$ cat src/rtl/bcd_pkg.sv
// Shared types and constants for the sequential binary-to-BCD converter.
package bcd_pkg;

   typedef enum logic [1:0] {
      IDLE  = 2'd0,
      SHIFT = 2'd1,
      DONE  = 2'd2
   } state_e;

   typedef logic [3:0] bcd_digit_t;

   localparam bcd_digit_t ADJ_THRESH = 4'd5;
   localparam bcd_digit_t ADJ_ADD    = 4'd3;

   // Decimal capacity of n BCD digits, used for the elaboration-time size check.
   function automatic longint unsigned pow10(input int unsigned n);
      longint unsigned p;
      p = 64'd1;
      for (int unsigned i = 0; i < n; i++) begin
         p = p * 64'd10;
      end
      return p;
   endfunction

endpackage

$ cat src/rtl/bcd_digit_adjust.sv
// One double-dabble correction: add 3 to a BCD digit that is 5 or more.
module bcd_digit_adjust
   import bcd_pkg::*;
(
   input  bcd_digit_t digit_in,
   input  bcd_digit_t digit_out_unused_guard,
   output bcd_digit_t digit_out
);

   always_comb begin
      digit_out = digit_in;
      if (digit_in >= ADJ_THRESH) begin
         digit_out = bcd_digit_t'(digit_in + ADJ_ADD);
      end
   end

endmodule

$ cat src/rtl/bin2bcd_seq.sv
// Iterative shift-and-add-3 binary-to-BCD converter, one input bit per clock,
// with a valid/ready handshake on both sides.
module bin2bcd_seq
   import bcd_pkg::*;
#(
   parameter int unsigned BIN_W  = 8,
   parameter int unsigned DIGITS = 3
)(
   input  logic                  clk,
   input  logic                  rst,
   input  logic [BIN_W-1:0]      binary_in,
   input  logic                  in_valid,
   output logic                  in_ready,
   output logic [4*DIGITS-1:0]   bcd_out,
   output logic                  out_valid,
   input  logic                  out_ready,
   output logic                  busy
);

   localparam int unsigned BCD_W = 4 * DIGITS;
   localparam int unsigned CNT_W = $clog2(BIN_W + 1);
   localparam longint unsigned MAX_IN  = (64'd1 << BIN_W) - 64'd1;
   localparam longint unsigned DEC_CAP = pow10(DIGITS);

   if (BIN_W < 4 || BIN_W > 32) begin : g_bad_bin_w
      $error("bin2bcd_seq: BIN_W must be within 4..32");
   end
   if (DEC_CAP <= MAX_IN) begin : g_bad_digits
      $error("bin2bcd_seq: DIGITS too small to hold 2**BIN_W-1");
   end

   state_e             state_q, state_d;
   logic [CNT_W-1:0]   cnt_q, cnt_d;
   logic [BIN_W-1:0]   bin_q, bin_d;
   logic [BCD_W-1:0]   acc_q, acc_d;
   logic [BCD_W-1:0]   bcd_q, bcd_d;
   logic               in_ready_q, in_ready_d;
   logic               busy_q, busy_d;
   logic               out_valid_q, out_valid_d;
   logic [BCD_W-1:0]   acc_adj;

   // Per-digit add-3 correction applied before every shift.
   for (genvar g = 0; g < DIGITS; g++) begin : g_adj
      bcd_digit_adjust u_adj (
         .digit_in              (acc_q[4*g +: 4]),
         .digit_out_unused_guard(4'd0),
         .digit_out             (acc_adj[4*g +: 4])
      );
   end

   always_comb begin
      state_d = state_q;
      cnt_d   = cnt_q;
      bin_d   = bin_q;
      acc_d   = acc_q;
      bcd_d   = bcd_q;

      case (state_q)
         IDLE: begin
            if (in_valid) begin
               bin_d   = binary_in;
               acc_d   = '0;
               cnt_d   = CNT_W'(BIN_W);
               state_d = SHIFT;
            end
         end
         SHIFT: begin
            {acc_d, bin_d} = {acc_adj, bin_q} << 1;
            cnt_d          = cnt_q - CNT_W'(1);
            if (cnt_q == CNT_W'(1)) begin
               bcd_d   = acc_d;
               state_d = DONE;
            end
         end
         DONE: begin
            if (out_ready) begin
               state_d = IDLE;
            end
         end
         default: state_d = IDLE;
      endcase

      // Status flags are registered from the next state so they track state_q.
      in_ready_d  = (state_d == IDLE);
      busy_d      = (state_d == SHIFT);
      out_valid_d = (state_d == DONE);
   end

   always_ff @(posedge clk or posedge rst) begin
      if (rst) begin
         state_q     <= IDLE;
         cnt_q       <= '0;
         bin_q       <= '0;
         acc_q       <= '0;
         bcd_q       <= '0;
         in_ready_q  <= 1'b1;
         busy_q      <= 1'b0;
         out_valid_q <= 1'b0;
      end else begin
         state_q     <= state_d;
         cnt_q       <= cnt_d;
         bin_q       <= bin_d;
         acc_q       <= acc_d;
         bcd_q       <= bcd_d;
         in_ready_q  <= in_ready_d;
         busy_q      <= busy_d;
         out_valid_q <= out_valid_d;
      end
   end

   assign in_ready  = in_ready_q;
   assign busy      = busy_q;
   assign out_valid = out_valid_q;
   assign bcd_out   = bcd_q;

endmodule

$ cat config.mk
export PLATFORM = sky130hd
export DESIGN_NAME = bin2bcd_seq
export DESIGN_NICKNAME = d
export VERILOG_FILES = /design/src/rtl/bcd_pkg.sv /design/src/rtl/bcd_digit_adjust.sv /design/src/rtl/bin2bcd_seq.sv
export SDC_FILE = /design/constraint.sdc
export NUM_CORES = 1
export LEC_CHECK = 0
export CAP_MARGIN = 20
export CORE_AREA = 2 2 64 66
export DETAILED_ROUTE_END_ITERATION = 10
export DIE_AREA = 0 0 66 68
export HOLD_SLACK_MARGIN = 0.06
export PLACE_DENSITY = 0.77
export RECOVER_POWER = 25
export SLEW_MARGIN = 10
export SYNTH_ARGS = -nofsm -noshare
export SYNTH_HDL_FRONTEND = slang
export SYNTH_SLANG_ARGS = --single-unit
$ cat constraint.sdc
create_clock -name clk -period 2.5 [get_ports clk]
set_clock_uncertainty 0.15 [all_clocks]
set_input_delay 0.25 -clock clk [delete_from_list [all_inputs] [get_ports clk]]
set_output_delay 0.25 -clock clk [all_outputs]
set_load 0.01 [all_outputs]
==> metrics.txt <==
# TYPE chip_impl_metric gauge
chip_impl_info{name="synthTopCellsByArea",value="sky130_fd_sc_hd__dfrtp_1 51%, sky130_fd_sc_hd__ha_1 5.1%, sky130_fd_sc_hd__o21ai_0 5.1%, sky130_fd_sc_hd__mux2_2 4.6%, sky130_fd_sc_hd__a21oi_1 3.8%"} 1
chip_impl_metric{name="route.vias.total",unit=""} 1426
chip_impl_metric{name="power.combinational.fraction",unit="%"} 45.1
chip_impl_info{name="tritoncts_clock_tree",value="done"} 1
chip_impl_info{name="library_cell_with_the_largest_summed_area_after_synthesis",value="sky130_fd_sc_hd__dfrtp_1"} 1
chip_impl_metric{name="crit_required",unit="ps"} 2530
chip_impl_metric{name="antennaDiodeCount",unit=""} 0
chip_impl_metric{name="dpl_worst_slack",unit="ps"} 363
chip_impl_metric{name="max_cap_violations",unit=""} 0
chip_impl_metric{name="pwr-share-seq",unit="%"} 40.8
chip_impl_metric{name="finalCritPeriodShare",unit="%"} 85.7
chip_impl_metric{name="syn-cell-area",unit="µm²"} 1980
chip_impl_metric{name="switching_share",unit="%"} 37.4
chip_impl_metric{name="tightest_slew",unit="ps"} 973
chip_impl_metric{name="layout_setup_ws",unit="ps"} 358
chip_impl_info{name="critPathCaptureType",value="flop"} 1
chip_impl_info{name="yosys.cell_count.top_type",value="sky130_fd_sc_hd__dfrtp_1"} 1
chip_impl_info{name="crit-reg2reg-capture",value="bcd_out[2]"} 1
chip_impl_metric{name="critical_path_arrival",unit="ps"} 2170
chip_impl_metric{name="postCtsResizedCells",unit=""} 0
chip_impl_metric{name="critical_path_peak_fanout",unit=""} 12
chip_impl_metric{name="netlist_instances",unit=""} 182
chip_impl_metric{name="setup.reg_to_reg.worst_slack",unit="ps"} 360
chip_impl_metric{name="cts.hold.buffers_added",unit=""} 0
chip_impl_metric{name="syn_area_per_cell",unit="µm²"} 10.9
chip_impl_metric{name="remaining_drc_errors",unit=""} 0
chip_impl_metric{name="power_frac_clock",unit="%"} 14.1
chip_impl_metric{name="detailed_place_hpwl",unit="µm"} 2760
chip_impl_metric{name="power.density_cell_area",unit="nW/µm²"} 1250
chip_impl_metric{name="clock_input_transition_at_the_sequential_cells_of_the_worst_setup_and_hold_paths",unit="ps"} 80
chip_impl_metric{name="grt_antenna_before_repair",unit=""} 0
chip_impl_info{name="cts-root-buf",value="sky130_fd_sc_hd__clkbuf_8"} 1
chip_impl_metric{name="finalHoldViolations",unit=""} 0
chip_impl_metric{name="setup_tns_final",unit="ps"} 0
chip_impl_metric{name="drive_gt1_share",unit="%"} 14.2
chip_impl_metric{name="post-cts-setup-buffers",unit=""} 0
chip_impl_metric{name="r2r_cells",unit=""} 5
chip_impl_metric{name="final_core_utilization",unit="%"} 61.4
chip_impl_metric{name="h_tree_level_count",unit=""} 2
chip_impl_info{name="setup_repair_after_global_routing_missed_its_margin",value="false"} 1
chip_impl_metric{name="global_route_wire_length_before_repair",unit="µm"} 6600
chip_impl_metric{name="core.rowCount",unit=""} 23
chip_impl_metric{name="areaGrowthSynthToFinish",unit="%"} 19.7
chip_impl_metric{name="place_congestion",unit=""} 0.807
chip_impl_metric{name="netSwitchingPower",unit="mW"} 1.11
chip_impl_metric{name="p_int",unit="mW"} 1.85
chip_impl_metric{name="initial_utilization",unit="%"} 51.3
chip_impl_metric{name="power.ir.vdd_worst",unit="µV"} 513
chip_impl_metric{name="drt-total-wl",unit="µm"} 3830
chip_impl_info{name="ys_dominant_reg_cell",value="sky130_fd_sc_hd__dfrtp_1"} 1
chip_impl_metric{name="die_area",unit="µm²"} 4490
chip_impl_metric{name="clk-insertion-delay-late",unit="ps"} 300
chip_impl_info{name="critical_path_class",value="reg2reg"} 1
chip_impl_metric{name="number_of_buffers_created_by_cts",unit=""} 5
chip_impl_metric{name="cts.path.max_buffers",unit=""} 2
chip_impl_metric{name="final_max_slew_viol_count",unit=""} 0
chip_impl_metric{name="grt_start_max_net_pins",unit=""} 42
chip_impl_metric{name="detail_route.first_pass.iterations",unit=""} 4
chip_impl_metric{name="cts.sink_count",unit=""} 41
chip_impl_metric{name="routed_wire_length_per_instance",unit="µm"} 14.7
chip_impl_metric{name="count_of_flip_flops_with_a_built_in_enable_after_synthesis",unit=""} 0
chip_impl_metric{name="filler_cell_count",unit=""} 333
chip_impl_metric{name="grt_remaining_overflow",unit=""} 0
chip_impl_metric{name="final_antenna_net_count",unit=""} 0
chip_impl_metric{name="timing.max_slew.rel_slack",unit="%"} 35.1
chip_impl_metric{name="grtUsageTotal",unit="%"} 20.0
chip_impl_metric{name="drt_first_iter_violations",unit=""} 56
chip_impl_metric{name="synth-seq-area-share",unit="%"} 52.0
chip_impl_info{name="whs_endpoint",value="bin_q[4]"} 1
chip_impl_info{name="holdCritPathClass",value="reg2reg"} 1
chip_impl_metric{name="min_path_cells",unit=""} 2
chip_impl_metric{name="synth_top_area_share",unit="%"} 50.6
chip_impl_metric{name="fraction_of_registers_with_async_set_or_reset_after_synthesis",unit="%"} 100
chip_impl_metric{name="via_count_of_the_first_global_routing_pass",unit=""} 1443
chip_impl_info{name="timing.rr.start",value="cnt_q[1]"} 1
chip_impl_metric{name="p_leak",unit="nW"} 1.08
chip_impl_info{name="outcome",value="finished, final reports clean"} 1
chip_impl_metric{name="synth_seq_cells",unit=""} 41
chip_impl_info{name="synthTopCellsByCount",value="40 x sky130_fd_sc_hd__dfrtp_1, 20 x sky130_fd_sc_hd__o21ai_0, 15 x sky130_fd_sc_hd__a21oi_1, 15 x sky130_fd_sc_hd__nand2_1, 10 x sky130_fd_sc_hd__nor2_1"} 1
chip_impl_metric{name="synth_warnings",unit=""} 0
chip_impl_metric{name="io_buffer_count",unit=""} 26
chip_impl_metric{name="min_period",unit="ps"} 2140
chip_impl_metric{name="fmaxAchievable",unit="MHz"} 467
chip_impl_metric{name="vias_per_cell",unit=""} 5.46
chip_impl_metric{name="io-pin-count",unit=""} 27
chip_impl_metric{name="timing.final.setup_violations",unit=""} 0
chip_impl_metric{name="chipHeight",unit="µm"} 68
chip_impl_metric{name="post_synth_num_cell_types",unit=""} 33
chip_impl_metric{name="nNetsFinal",unit=""} 230
chip_impl_metric{name="floorplan.core_area",unit="µm²"} 3860
chip_impl_metric{name="fp.dieW",unit="µm"} 66
chip_impl_metric{name="postSynthNetCount",unit=""} 202
chip_impl_info{name="critPathLaunchType",value="flop"} 1
chip_impl_info{name="worst_hold_startpoint",value="bin_q[4]"} 1
power by group through the flow:
stage	Sequential (mW)	Clock, mW	Combinational (mW)
global route	1.25	0.464	1.48
global placement	1.19	0	1.27
finish	1.21	0.418	1.33
CTS	1.21	0.427	1.35
floorplan	1.20	0	0.860
detailed placement	1.22	0	1.34
worst max-delay path, cell delays in order (launching register included):
cell                       delay (ps)
sky130_fd_sc_hd__dfrtp_1          400
sky130_fd_sc_hd__inv_1             80
sky130_fd_sc_hd__ha_1             150
sky130_fd_sc_hd__nor4bb_4         310
sky130_fd_sc_hd__and2b_1          530
sky130_fd_sc_hd__mux2_2           410
sequential cells by signal, indices dropped and copies added (netlist names):
signal and flops:
state_q 2, out_valid 1, in_ready 1, acc_q 12
busy 1, bcd_out 12, cnt_q 4, bin_q 8
worst max path at each step:
stage / end / cells after the start / from / slack (ps)
after floorplan: bcd_out[0] / 6 / cnt_q[1] / 740
after global placement: bcd_out[6] / 5 / cnt_q[1] / 460
after detailed placement: bcd_out[3] / 7 / cnt_q[1] / 360
after CTS: bcd_out[3] / 7 / cnt_q[1] / 340
after global routing: bcd_out[3] / 7 / cnt_q[1] / 160
final: bcd_out[2] / 5 / cnt_q[1] / 360
stage by stage:
| step | hold slack, ps | cell area (µm²) | total power, mW | instances |
|---|---|---|---|---|
| after floorplan | 262 | 1980 | 2.06 | 182 |
| after global placement | 322 | 2280 | 2.46 | 253 |
| after detailed placement | 331 | 2280 | 2.55 | 253 |
| after CTS | 239 | 2370 | 2.98 | 261 |
| after global routing | 384 | 2370 | 3.20 | 261 |
| final | 346 | 2370 | 2.96 | 261 |
logic make-up after synthesis:
family / after synthesis / share of synthesized area, %
multiplexers: 11 / 6.08
flip-flops: 41 / 52.0
XOR/XNOR: 3 / 1.33
AND/OR/NAND/NOR: 50 / 14.9
adder cells (fa/ha/maj): 8 / 5.06
AO/OA/AOI/OAI: 51 / 16.0
buffers and inverters: 18 / 4.68
cells in the final DEF, fill, tap and decap left out, drive strengths merged, types with 8 or more instances in the layout:
cell type      count
dfrtp             40
inv                9
a21oi             15
a22o               8
o21ai             20
clkdlybuf4s50     25
nor2              11
mux2               8
ha                 8
nand2             15
metal layers:
metal / share of wire (%) / GRT usage, % / wire length [µm]
met2: 53 / 35.4 / 2020
met3: 3.7 / 5.43 / 140
met5: 0 / 0 / 0
met1: 42 / 23.2 / 1610
met4: 1.6 / 7.91 / 61
layout make-up:
cell class | count | area [µm²] | share of cell area, %
well taps | 50 | 62.6 | 2.64
clock buffers | 5 | 68.8 | 2.91
flip-flops and latches | 41 | 1030 | 43.4
inverters | 9 | 33.8 | 1.43
multi-input cells | 123 | 857 | 36.2
repair buffers | 30 | 300 | 12.7
clock inverters | 3 | 17.5 | 0.740
Power figures use the tool's default switching activity.
